## src/rtl/core_seq_pkg.sv

```systemverilog
// Shared definitions for the NPC core sequencer: state encoding, halt causes
// and counter width.
package core_seq_pkg;

  localparam int YSYX_23060251_CNT_W = 64;

  typedef enum logic [2:0] {
    YSYX_23060251_ST_IDLE   = 3'd0,
    YSYX_23060251_ST_FETCH  = 3'd1,
    YSYX_23060251_ST_DECODE = 3'd2,
    YSYX_23060251_ST_EXEC   = 3'd3,
    YSYX_23060251_ST_MEM    = 3'd4,
    YSYX_23060251_ST_WB     = 3'd5,
    YSYX_23060251_ST_HALT   = 3'd6
  } ysyx_23060251_state_t;

  localparam logic [1:0] YSYX_23060251_CAUSE_NONE    = 2'b00;
  localparam logic [1:0] YSYX_23060251_CAUSE_EBREAK  = 2'b01;
  localparam logic [1:0] YSYX_23060251_CAUSE_ILLEGAL = 2'b10;
  localparam logic [1:0] YSYX_23060251_CAUSE_TIMEOUT = 2'b11;

  // States that wait on a bus acknowledge and therefore run the wait timer.
  function automatic logic ysyx_23060251_is_wait(input ysyx_23060251_state_t st);
    return (st == YSYX_23060251_ST_FETCH) || (st == YSYX_23060251_ST_MEM);
  endfunction

endpackage

```

## src/rtl/core_seq_wait_timer.sv

```systemverilog
// Bus wait counter shared by FETCH and MEM; expired flags count == TIMEOUT.
module core_seq_wait_timer #(
  parameter int TIMEOUT = 255
) (
  input  logic clk,
  input  logic rst,
  input  logic clr,
  input  logic en,
  output logic expired
);

  localparam int W = $clog2(TIMEOUT + 1);
  localparam logic [W-1:0] LIMIT = W'(TIMEOUT);

  logic [W-1:0] count_reg;

  assign expired = (count_reg == LIMIT);

  // Holds at the limit so a late ack still sees expired and never wraps.
  always_ff @(posedge clk or posedge rst) begin
    if (rst) begin
      count_reg <= '0;
    end else if (clr) begin
      count_reg <= '0;
    end else if (en && !expired) begin
      count_reg <= count_reg + 1'b1;
    end
  end

endmodule

```

## src/rtl/core_seq.sv

```systemverilog
// Multi-cycle instruction sequencer: one instruction in flight, halts on
// ebreak, illegal instruction or bus timeout, keeps cycle/instret counters.
module core_seq
  import core_seq_pkg::*;
#(
  parameter int TIMEOUT = 255
) (
  input  logic        clk,
  input  logic        rst,
  output logic        ifu_req_o,
  input  logic        ifu_ack_i,
  output logic        inst_we_o,
  input  logic        dec_is_load_i,
  input  logic        dec_is_store_i,
  input  logic        dec_is_ebreak_i,
  input  logic        dec_illegal_i,
  input  logic        dec_wb_en_i,
  output logic        lsu_req_o,
  output logic        lsu_we_o,
  input  logic        lsu_ack_i,
  output logic        rf_we_o,
  output logic        pc_we_o,
  output logic        halt_o,
  output logic [1:0]  halt_cause_o,
  output logic [63:0] cycle_o,
  output logic [63:0] instret_o
);

  ysyx_23060251_state_t state_reg;
  logic                 load_reg;
  logic                 store_reg;
  logic                 wb_en_reg;
  logic [1:0]           cause_reg;
  logic [YSYX_23060251_CNT_W-1:0] cycle_reg;
  logic [YSYX_23060251_CNT_W-1:0] instret_reg;

  logic timer_clr;
  logic timer_en;
  logic timer_expired;

  assign timer_clr = !ysyx_23060251_is_wait(state_reg);
  assign timer_en  = ((state_reg == YSYX_23060251_ST_FETCH) && !ifu_ack_i) ||
                     ((state_reg == YSYX_23060251_ST_MEM)   && !lsu_ack_i);

  core_seq_wait_timer #(
    .TIMEOUT (TIMEOUT)
  ) u_wait_timer (
    .clk     (clk),
    .rst     (rst),
    .clr     (timer_clr),
    .en      (timer_en),
    .expired (timer_expired)
  );

  always_ff @(posedge clk or posedge rst) begin
    if (rst) begin
      state_reg   <= YSYX_23060251_ST_IDLE;
      load_reg    <= 1'b0;
      store_reg   <= 1'b0;
      wb_en_reg   <= 1'b0;
      cause_reg   <= YSYX_23060251_CAUSE_NONE;
      cycle_reg   <= '0;
      instret_reg <= '0;
    end else begin
      if (state_reg != YSYX_23060251_ST_HALT) begin
        cycle_reg <= cycle_reg + 64'd1;
      end
      case (state_reg)
        YSYX_23060251_ST_IDLE: begin
          state_reg <= YSYX_23060251_ST_FETCH;
        end
        YSYX_23060251_ST_FETCH: begin
          if (ifu_ack_i) begin
            state_reg <= YSYX_23060251_ST_DECODE;
          end else if (timer_expired) begin
            state_reg <= YSYX_23060251_ST_HALT;
            cause_reg <= YSYX_23060251_CAUSE_TIMEOUT;
          end
        end
        YSYX_23060251_ST_DECODE: begin
          load_reg  <= dec_is_load_i;
          store_reg <= dec_is_store_i;
          wb_en_reg <= dec_wb_en_i;
          // Illegal wins over ebreak and never retires.
          if (dec_illegal_i) begin
            state_reg <= YSYX_23060251_ST_HALT;
            cause_reg <= YSYX_23060251_CAUSE_ILLEGAL;
          end else if (dec_is_ebreak_i) begin
            state_reg   <= YSYX_23060251_ST_HALT;
            cause_reg   <= YSYX_23060251_CAUSE_EBREAK;
            instret_reg <= instret_reg + 64'd1;
          end else begin
            state_reg <= YSYX_23060251_ST_EXEC;
          end
        end
        YSYX_23060251_ST_EXEC: begin
          if (load_reg || store_reg) begin
            state_reg <= YSYX_23060251_ST_MEM;
          end else begin
            state_reg <= YSYX_23060251_ST_WB;
          end
        end
        YSYX_23060251_ST_MEM: begin
          if (lsu_ack_i) begin
            state_reg <= YSYX_23060251_ST_WB;
          end else if (timer_expired) begin
            state_reg <= YSYX_23060251_ST_HALT;
            cause_reg <= YSYX_23060251_CAUSE_TIMEOUT;
          end
        end
        YSYX_23060251_ST_WB: begin
          instret_reg <= instret_reg + 64'd1;
          state_reg   <= YSYX_23060251_ST_FETCH;
        end
        YSYX_23060251_ST_HALT: begin
          state_reg <= YSYX_23060251_ST_HALT;
        end
        default: begin
          state_reg <= YSYX_23060251_ST_IDLE;
        end
      endcase
    end
  end

  // Everything except inst_we_o is a pure decode of registered state.
  assign ifu_req_o    = (state_reg == YSYX_23060251_ST_FETCH);
  assign inst_we_o    = (state_reg == YSYX_23060251_ST_FETCH) && ifu_ack_i;
  assign lsu_req_o    = (state_reg == YSYX_23060251_ST_MEM);
  assign lsu_we_o     = (state_reg == YSYX_23060251_ST_MEM) && store_reg;
  assign pc_we_o      = (state_reg == YSYX_23060251_ST_WB);
  assign rf_we_o      = (state_reg == YSYX_23060251_ST_WB) && wb_en_reg && !store_reg;
  assign halt_o       = (state_reg == YSYX_23060251_ST_HALT);
  assign halt_cause_o = cause_reg;
  assign cycle_o      = cycle_reg;
  assign instret_o    = instret_reg;

endmodule
```

## config.mk

```make
export PLATFORM = sky130hd
export DESIGN_NAME = core_seq
export DESIGN_NICKNAME = d
export VERILOG_FILES = /design/src/rtl/core_seq_pkg.sv /design/src/rtl/core_seq_wait_timer.sv /design/src/rtl/core_seq.sv
export SDC_FILE = /design/constraint.sdc
export NUM_CORES = 1
export LEC_CHECK = 0
export ABC_CLOCK_PERIOD_IN_PS = 6800
export BUFFER_PORTS_ARGS = -buffer_cell sky130_fd_sc_hd__buf_2
export CORE_MARGIN = 8
export CORE_UTILIZATION = 34
export DETAILED_ROUTE_END_ITERATION = 8
export HOLD_SLACK_MARGIN = 0.05
export RECOVER_POWER = 50
export SLEW_MARGIN = 0
export SYNTH_ARGS = -nofsm -noshare
export SYNTH_HDL_FRONTEND = slang
export SYNTH_SLANG_ARGS = --single-unit
```

## constraint.sdc

```tcl
create_clock -name clk -period 6.8 [get_ports clk]
set_input_delay 1.36 -clock clk [delete_from_list [all_inputs] [get_ports clk]]
set_output_delay 1.36 -clock clk [all_outputs]
set_load 0.03 [all_outputs]
```

* After elaboration in Yosys (flattened, before gate mapping) *
Index checks and enable logic that the tools add are counted.

storage, ports and cells
  word-level logic and storage cells = 63
  flip-flop bits (word level) = 144
  bits of input ports = 9

cells by class
  add/sub/neg operators = 3
  reduce and logical (&&, ||, !) cells = 20
  eq/ne operators = 14
  muxes and demuxes = 18

operator list
  cell                     number
  $add A64 B1 Y64 const B  2
  $mux W64                 2
  $pmux W64 S2             1
  $pmux W3 S6              1
  $mux W8                  2
  $mux W3                  5
  $mux W2                  5
  $eq A3 B3 Y1 const B     3
  $add A8 B1 Y8 const B    1
  $eq A8 B8 Y1 const B     1
  $ne A2 B2 Y1 const B     4
  $logic_and A1 B1 Y1      7
  $eq A3 B2 Y1 const B     2
  $ne A3 B3 Y1 const B     2
  $pmux W2 S3              1
  $logic_not A1 Y1         4
  $reduce_and A4 Y1        1
  $eq A3 B1 Y1 const B     1
  $logic_not A3 Y1         1
  $logic_or A1 B1 Y1       3
  $reduce_and A3 Y1        1
  $reduce_bool A3 Y1       1
  $ne A2 B1 Y1 const B     1
  $reduce_bool A2 Y1       1
  2 further kinds          2

* Longest topological paths before layout *
  depth after elaboration = 6
  depth in mapped cells = 8
  gate-level depth less buffers = 6

* Cells and area by module *
A second synthesis with hierarchy kept.

unflattened totals
  cells, all modules = 673
  area total of the unflattened synthesis = 6974.2 um^2

by module, submodules not included
  module               sequential area each (um^2)  times used  cells an instance  area each (um^2)
  core_seq             3403.3                       1           625                6482.5
  core_seq_wait_timer  200.2                        1           48                 491.7

* Least setup slack after synthesis *
Ideal clock, no wire load.

  kind = register to output
  start point = register state_reg[1]
  end point = output port inst_we_o
  required time = 5.440 ns
  data arrival time = 1.870 ns
  slack = 3.570 ns
  buffers on the path = 1
  cell stages (with the launch flop) = 4
  path through = dfrtp_1 -> buf_4 -> nor3b_1 -> and2_1

between the ends
  longest elaborated chain between the ends = 2

RTL lines
  element                 line             source
  start, declared         core_seq.sv:29   ysyx_23060251_state_t state_reg;
  start signal, assigned  core_seq.sv:57   state_reg <= YSYX_23060251_ST_IDLE;
  start signal, assigned  core_seq.sv:70   state_reg <= YSYX_23060251_ST_FETCH;
  start signal, assigned  core_seq.sv:74   state_reg <= YSYX_23060251_ST_DECODE;
  $eq A3 B1 Y1            --
  named net ifu_req_o     core_seq.sv:10   output logic ifu_req_o,
  $logic_and A1 B1 Y1     core_seq.sv:127  assign inst_we_o = (state_reg == YSYX_23060251_ST_FETCH) && ifu_ack_i;
  end, declared           core_seq.sv:12   output logic inst_we_o,

The timed path passes the listed nets, and every way through them passes these cells.

==> flow_summary.yaml <==
yosys:
  syn_nets: 652
  ys_warn_count: 0
  async_flop_share: 1.00
  synth.most_common_cell: "dfrtp_1"
  ys_ff_latch: 144
  synth_area_sq_um: 6850
  avgSynthCellArea_sq_um: 10.7
  ys_seq_area_frac: 0.526
  synth-edff-count: 0
  yosysUniqueCellTypes: 47
  synth_top_area_cell: "dfrtp_1"
  yosysTopAreaCellShare: 0.526
  ys_top_cells_by_count: "dfrtp_1, xor2_1, nand2_1, xnor2_1, nor3_1"
  synthTopCellsByArea: "dfrtp_1, xor2_1, xnor2_1"
  synth_ff_type: "dfrtp_1"
  syn_inst: 640
grt:
  grt_pass1_vias: 5040
  antenna_found_initial: 0
  gr-total-overflow: 0
  grt_max_degree: 82
  grt_pass1_wl_mm: 27.0
  grt_usage: 0.137
worst_setup_path:
  worstPathCellList: "buf_2 > clkinvlp_2 > buf_4"
  crit_path_top_delay_cell: "clkinvlp_2"
  worstSetupPathType: "in -> async"
  cp_max_fo: 81
  required_ns: 7.24
  crit_path_max_incr_delay_ns: 1.98
  worstPathArrival_ns: 4.42
  endpoint_kind: "async pin"
  critPathLaunchType: "input port"
floorplanning:
  fp.dieW_um: 158
  core_sq_um: 20000
  boundaryPins: 146
  die-area_sq_um: 24900
  die_h_um: 158
  initial_utilization: 0.343
  num_rows: 52
place:
  dpl_cell_area_sq_um: 7830
  post-dp-hpwl_mm: 11.9
  portBuffers: 145
  gp_congestion: 0.777
routing:
  remaining_drc_errors: 0
  firstDrtPassIters: 4
  drt-wirelength-per-cell_um: 15.4
  via_per_inst: 4.88
  dr.first_iter.drc_count: 206
  finalWirelength_mm: 16.5
  antenna_left: 0
  vias: 5241
sta:
  tightest_slew_ns: 3.60
  slew_headroom: -1.41
  hold_viol: 0
  fmax_mhz: 252
  min_period_over_period: 0.585
  final-setup-viol-count: 0
  final-max-slew-violation-count: 82
  rsz0062_at_grt: "no"
  post-route-min-period_ns: 3.98
  fin_skew_ns: 0.00990
  fin_setup_tns_ns: 0
power_and_ir_drop:
  power.density_nw_per_um2: 282
  p_leak_uw: 0.00410
  ir_drop_v: 0.000253
clocking:
  max-clock-path-buffers: 2
  cts_buffers: 17
  htreeDepth: 4
  ctsHoldBuffers: 0
  post-cts-setup-buffers: 0
  cts_resized: 0
  cts_tree: "built"
  cts_sinks: 144
  cts-root-buf: "clkbuf_16"
  clock_latency_ns: 0.42
  clk_pin_slew_ns: 0.06
cells_and_area:
  area_delta_synth_final_pct: 21.3
  insertedDiodeCount: 0
  layout-drive-gt1-share: 0.191
  fillers: 2012
  design_area_sq_um: 8310
  num-nets-final: 802
status:
  violations: "max-capacitance violations, max-slew violations"
  status: "complete, but fails checks"
job:
  cap_violations: 1
worst_hold_path:
  hp-class: "reg -> reg"
-- worst paths after layout --
check / startpoint / end / slack (ns) / cells after the start
worst max-delay path: rst / cycle_o[55] / 2.82 / 3
worst min-delay path: instret_o[63] / instret_o[63] / 0.47 / 1
worst max register to register: state_reg[0] / instret_o[60] / 3.45 / 5
worst min register to register: instret_o[63] / instret_o[63] / 0.47 / 1
max in group clk: dec_illegal_i / instret_o[60] / 3.30 / 6
min in group asynchronous: rst / state_reg[0] / 1.98 / 2
-- report_power, final --
| part | switching (uW) | internal, uW | leakage [uW] |
|---|---|---|---|
| registers | 88.9 | 921 | 0.00194 |
| clock network | 386 | 555 | 0.000280 |
| logic | 257 | 132 | 0.00188 |
-- per-layer routing --
metal	global-route usage	part of all wire	wire length (um)	up-vias
li1	-	-	-	2549
met1	0.185	0.48	7970	2558
met2	0.207	0.45	7460	123
met3	0.0445	0.059	977	11
met4	0.0400	0.0086	142	0
met5	0	0	0	-
-- stage by stage --
step / hold WS (ns) / worst slack, ns / instances / util / total power (uW)
after floorplan: 0.460 / 1.57 / 640 / - / 1320
after global placement: 0.457 / 3.67 / 1041 / 0.392 / 1430
after detailed placement: 0.462 / 3.67 / 1041 / 0.392 / 1440
after CTS: 0.470 / 3.59 / 1073 / 0.422 / 2390
after global routing: 0.492 / 2.14 / 1073 / 0.416 / 2460
final: 0.470 / 2.82 / 1073 / 0.416 / 2340
-- worst max-delay path, delay by kind of cell --
kind     cells  cell delay, ns
buf+inv      3            2.98
-- layout by cell type (no fill, tap or decap), drive strengths merged, types with 2 or more instances in the layout --
cell type and instances:
clkbuf 58, or2 3, a21oi 3, nand2 63, and4 18, mux2i 3, buf 106, nand4 41
nand2b 5, nor3b 5, nor4 19, xor2 68, inv 23, xnor2 62, o22ai 2, clkinvlp 5
and3 7, mux2 4, nand3b 2, nor3 50, ha 3, nor2 38, and2 3, dfrtp 144
nand3 40, o21ai 8, o21a 3, clkinv 5, bufinv 2
-- final cells by class --
type / count / area (sq um) / share of cell area
clock buffers: 18 / 439 / 0.0529
clock inverters: 14 / 156 / 0.0188
inverters: 21 / 80.1 / 0.00964
multi-input cells: 460 / 3010 / 0.362
flip-flops and latches: 144 / 3600 / 0.434
well taps: 270 / 338 / 0.0407
repair buffers: 146 / 683 / 0.0822
-- kinds of logic (layout without fill, tap and decap cells) --
family / count (synthesis) / in the layout / share of synthesized area
AO/OA/AOI/OAI: 21 / 21 / 0.0225
buffers and inverters: 36 / 199 / 0.0250
AND/OR/NAND/NOR: 299 / 299 / 0.244
XOR/XNOR: 130 / 130 / 0.166
flip-flops: 144 / 144 / 0.526
adder cells (fa/ha/maj): 3 / 3 / 0.00548
multiplexers: 7 / 7 / 0.0110
(Power assumes the default switching activity.)
